`src/rtl/bcd_seven_seg_scan.sv`:
```
// Three-digit multiplexed seven-segment driver fed by a binary-to-BCD converter.
// Captured values are shown only from the next frame start, so a frame never mixes two values.
module bcd_seven_seg_scan #(
  parameter int REFRESH_DIV = 4,
  parameter bit BLANK_LZ    = 1'b1
) (
  input  logic        clk,
  input  logic        rst,
  input  logic        load,
  input  logic [11:0] bcd_in,
  output logic [6:0]  seg,
  output logic [2:0]  an,
  output logic        err,
  output logic        pending,
  output logic        frame_done
);

  localparam int CNT_W = $clog2(REFRESH_DIV + 1);
  localparam logic [CNT_W-1:0] CNT_LAST = CNT_W'(REFRESH_DIV - 1);

  localparam logic [2:0] ST_DIG0 = 3'd0;
  localparam logic [2:0] ST_GAP0 = 3'd1;
  localparam logic [2:0] ST_DIG1 = 3'd2;
  localparam logic [2:0] ST_GAP1 = 3'd3;
  localparam logic [2:0] ST_DIG2 = 3'd4;
  localparam logic [2:0] ST_GAP2 = 3'd5;

  logic [2:0]       r_state;
  logic [CNT_W-1:0] r_cnt;
  logic [11:0]      r_disp;
  logic [11:0]      r_pend;
  logic             r_pending;
  logic [6:0]       r_seg;
  logic [2:0]       r_an;
  logic             r_err;
  logic             r_fd;

  logic        w_adv;
  logic        w_xfer;
  logic [2:0]  w_state_nxt;
  logic [11:0] w_disp_nxt;
  logic [3:0]  w_digit;
  logic        w_blank;
  logic [6:0]  w_seg;
  logic [2:0]  w_an;

  function automatic logic [6:0] f_seg(input logic [3:0] d);
    case (d)
      4'd0:    f_seg = 7'h3F;
      4'd1:    f_seg = 7'h06;
      4'd2:    f_seg = 7'h5B;
      4'd3:    f_seg = 7'h4F;
      4'd4:    f_seg = 7'h66;
      4'd5:    f_seg = 7'h6D;
      4'd6:    f_seg = 7'h7D;
      4'd7:    f_seg = 7'h07;
      4'd8:    f_seg = 7'h7F;
      4'd9:    f_seg = 7'h6F;
      default: f_seg = 7'h40;
    endcase
  endfunction

  function automatic logic f_bad(input logic [11:0] w);
    f_bad = (w[11:8] > 4'd9) || (w[7:4] > 4'd9) || (w[3:0] > 4'd9);
  endfunction

  // Next state, and the value shown from the state being entered
  always_comb begin
    w_adv       = r_state[0] || (r_cnt == CNT_LAST);
    w_state_nxt = r_state;
    if (w_adv) w_state_nxt = (r_state == ST_GAP2) ? ST_DIG0 : r_state + 3'd1;
    w_xfer     = w_adv && (r_state == ST_GAP2) && r_pending;
    w_disp_nxt = w_xfer ? r_pend : r_disp;

    w_digit = w_disp_nxt[3:0];
    w_blank = 1'b0;
    w_an    = 3'b000;
    case (w_state_nxt)
      ST_DIG0: w_an = 3'b001;
      ST_DIG1: begin
        w_an    = 3'b010;
        w_digit = w_disp_nxt[7:4];
        w_blank = BLANK_LZ && (w_disp_nxt[11:8] == 4'd0) && (w_disp_nxt[7:4] == 4'd0);
      end
      ST_DIG2: begin
        w_an    = 3'b100;
        w_digit = w_disp_nxt[11:8];
        w_blank = BLANK_LZ && (w_disp_nxt[11:8] == 4'd0);
      end
      default: w_an = 3'b000;
    endcase
    w_seg = (w_an == 3'b000 || w_blank) ? 7'h00 : f_seg(w_digit);
  end

  always_ff @(posedge clk or posedge rst) begin
    if (rst) begin
      r_state   <= ST_GAP2;
      r_cnt     <= '0;
      r_disp    <= '0;
      r_pend    <= '0;
      r_pending <= 1'b0;
      r_seg     <= '0;
      r_an      <= '0;
      r_err     <= 1'b0;
      r_fd      <= 1'b0;
    end else begin
      r_state   <= w_state_nxt;
      r_cnt     <= w_adv ? '0 : r_cnt + CNT_W'(1);
      // A load on the transfer edge keeps pending set for the next frame
      r_pending <= load || (r_pending && !w_xfer);
      if (load) r_pend <= bcd_in;
      if (w_xfer) begin
        r_disp <= r_pend;
        r_err  <= f_bad(r_pend);
      end
      r_seg <= w_seg;
      r_an  <= w_an;
      r_fd  <= (w_state_nxt == ST_GAP2);
    end
  end

  assign seg        = r_seg;
  assign an         = r_an;
  assign err        = r_err;
  assign pending    = r_pending;
  assign frame_done = r_fd;

endmodule
```
`config.mk`:
```
export PLATFORM = sky130hd
export DESIGN_NAME = bcd_seven_seg_scan
export DESIGN_NICKNAME = d
export VERILOG_FILES = /design/src/rtl/bcd_seven_seg_scan.sv
export SDC_FILE = /design/constraint.sdc
export NUM_CORES = 1
export LEC_CHECK = 0
export ABC_AREA = 1
export CAP_MARGIN = 10
export CORE_UTILIZATION = 50
export DETAILED_ROUTE_END_ITERATION = 8
export PLACE_DENSITY_LB_ADDON = 0.12
export SETUP_SLACK_MARGIN = 0.02
export SLEW_MARGIN = 10
export SYNTH_ARGS = -nofsm -noshare
export SYNTH_HDL_FRONTEND = slang
export SYNTH_SLANG_ARGS = --single-unit
```
`constraint.sdc`:
```
create_clock -name clk -period 4 [get_ports clk]
set_input_delay 1 -clock clk [delete_from_list [all_inputs] [get_ports clk]]
set_output_delay 1 -clock clk [all_outputs]
set_load 0.02 [all_outputs]
```
==> flow_metrics.py <==
metrics = {
    "layout": {
        "fill_cells": 364,
        "n_antenna_cell": 0,
        "multi_input_comb_area_um2": 816,
        "area_growth_pct": 19.4,
        "fin_nets": 290,
        "finalNonFillerCells": 318,
        "finalInstanceArea_um2": 2450,
        "regArea_um2": 1080,
        "drive_gt1_frac": 0.144,
    },
    "worst_setup_path": {
        "worstPathMaxFanout": 11,
        "worst-path-buf-inv": 1,
        "cp_data_arrival_time_ns": 1.54,
        "crit_family": "buffers and inverters",
        "timing.rr.start": "r_cnt[0]$_DFF_PP0_",
        "start_kind": "flop",
        "path_cells": "clkdlybuf4s50_1",
        "cp-end-kind": "primary output",
        "crit_type": "flop to primary output",
        "required_ns": 3.00,
        "crit_path_top_delay_cell": "clkdlybuf4s50_1",
        "cp_slowest_stage_delay_ns": 0.68,
        "crit_start": "pending$_DFF_PP0_",
    },
    "clocking": {
        "cts-resized-gates": 0,
        "clock_latency_ns": 0.29,
        "root_buffer": "clkbuf_8",
        "clockBufferDepth": 2,
        "htree_levels": 2,
        "postCtsSetupRepairBufs": 0,
        "cts_num_sinks": 43,
        "clk_pin_slew_ns": 0.08,
        "postCtsHoldBufs": 0,
        "cts_buffers": 5,
        "cts_tree": "done",
    },
    "placement": {
        "dp_hpwl_mm": 2.60,
        "port_buffers": 27,
        "place_area_um2": 2350,
        "dp_cells": 310,
        "gp_routability_congestion": 0.789,
    },
    "floorplanning": {
        "io_pins": 28,
        "die_height_um": 66.0,
        "die_width_um": 66.0,
        "initial_core_util": 0.540,
        "core-area_um2": 3800,
        "fp-row-count": 22,
        "dieArea_um2": 4360,
    },
    "timing": {
        "worst_hold_slack_ns": 0.440,
        "fin_skew_ns": 0.00446,
        "final_hold_viol_count": 0,
        "relSlewSlack": 0.650,
        "final.min_clock_period_ns": 2.54,
        "final-max-slew-violation-count": 0,
        "timing.fmax_mhz": 393,
        "final.setup.tns_ns": 0,
        "tightest_slew_ns": 0.526,
        "fin_crit_sh": 0.636,
        "setup_viol": 0,
        "rsz0062_at_grt": "no",
    },
    "pwr": {
        "p_leak_nw": 1.29,
        "powerDensity_nw_per_um2": 360,
        "ir_drop_uv": 297,
    },
    "yosys": {
        "synth_edf_count": 0,
        "ys_seq_area_frac": 0.526,
        "synth_top_area_frac": 0.500,
        "ys_ff_latch": 43,
        "synth_area_per_cell_um2": 8.62,
        "syn_area_um2": 2050,
        "synth_commonest_cells": "nand2_1, dfrtp_1, inv_1",
        "synth.distinct_cells": 24,
        "syn-num-nets": 259,
        "ys.flop_type": "dfrtp_1",
        "async_reset_ff_frac": 1.00,
        "yosysMostFrequentCell": "nand2_1",
        "yosys_warnings": 0,
        "synth_cells": 238,
        "ys_top_cells_by_area": "dfrtp_1, nand2_1, inv_1",
        "synth_area_leader_cell": "dfrtp_1",
    },
    "grt": {
        "track_usage": 0.198,
        "grt_max_degree": 44,
        "antenna_found_initial": 0,
        "grt_pass1_wl_mm": 6.45,
        "grt-ovfl-total": 0,
        "grt_pass1_vias": 1440,
    },
    "detailed_routing": {
        "num_vias": 1518,
        "drtIter0Drc": 71,
        "dr.pass1.iters": 4,
        "totalWireLength_mm": 3.63,
        "via_per_inst": 4.77,
        "drcViolationCount": 0,
        "avgRoutedWirePerCell_um": 11.4,
        "ant_nets": 0,
    },
    "worst_hold_path": {
        "worstHoldStart": "r_cnt[0]$_DFF_PP0_",
        "hold_path_class": "flop to flop",
    },
    "status": {
        "status": "finished clean",
    },
    "run": {
        "drv_cap": 0,
    },
}
[per-layer routing]
| metal | routed length (um) | up-vias | global-route usage |
|---|---|---|---|
| met5 | 0 | - | 0 |
| met4 | 56 | 0 | 0.0638 |
| met3 | 112 | 5 | 0.0466 |
| met2 | 1570 | 24 | 0.296 |
| met1 | 1890 | 697 | 0.283 |
| li1 | - | 792 | - |
[cells in the final DEF, fill, tap and decap left out, types with 3 or more instances in the layout]
cell type	netlist	layout
nor2_1	22	22
dfrtp_1	41	41
nand2_2	17	17
o21ai_0	10	10
nor2_4	4	4
clkdlybuf4s50_1	0	27
nand4_1	3	3
clkbuf_8	1	7
ha_1	6	6
nand3_1	15	15
nand2_1	70	70
inv_1	30	30
[final timing paths]
kind / endpoint / slack (ns) / depth (start not counted)
hold / removal: r_cnt[0]$_DFF_PP0_ / 0.44 / 1
max in group asynchronous: r_state[2]$_DFF_PP1_ / 2.49 / 3
setup / recovery: pending / 1.46 / 1
min in group asynchronous: r_disp[5]$_DFF_PP0_ / 1.14 / 3
setup reg to reg: seg[3]$_DFF_PP0_ / 1.61 / 13
hold reg to reg: r_cnt[0]$_DFF_PP0_ / 0.44 / 1
[state kept, by name (all words and copies together), names as in the netlist]
signal and count:
seg 7, r_disp 12, r_cnt 3, an 3, err 1, frame_done 1, r_pend 12, pending 1
r_state 3
[report_power, final]
group	internal, W	total (W)	switching, W	leakage (nW)
Combinational	0.0000461	0.000111	0.0000652	0.693
Clock	0.000158	0.000299	0.000141	0.0515
Sequential	0.000459	0.000472	0.0000130	0.546
Total	0.000663	0.000882	0.000220	1.29
[metrics by stage]
stage / utilization / total power, W / setup slack, ns
2_1_floorplan: - / 0.000555 / 1.89
3_3_place_gp: 0.618 / 0.000590 / 1.52
3_5_place_dp: 0.618 / 0.000593 / 1.47
4_1_cts: 0.645 / 0.000891 / 1.45
5_1_grt: 0.645 / 0.000932 / 1.39
6_report: 0.645 / 0.000882 / 1.46
[worst reg2reg max path, delay by kind of cell (launching register included)]
kind | cells | cell delay, ns
adder cells (fa/ha/maj) | 3 | 0.67
AND/OR/NAND/NOR | 7 | 0.92
buffers and inverters | 3 | 0.34
flip-flops | 1 | 0.39
[layout make-up]
type	instances	share of cell area
Tap cell	48	0.0245
Inverter	31	0.0475
Multi-Input combinational cell	160	0.333
Clock buffer	8	0.0409
Sequential cell	43	0.440
Timing Repair Buffer	28	0.113
[cells by family after synthesis]
group | count (synthesis) | synth area share
buffers and inverters | 35 | 0.0763
and+or+nand+nor | 140 | 0.323
adders and majority gates | 6 | 0.0366
AOI/OAI and AO/OA | 14 | 0.0378
DFF | 43 | 0.526
Note: power is estimated with default switching activity, not from simulation.
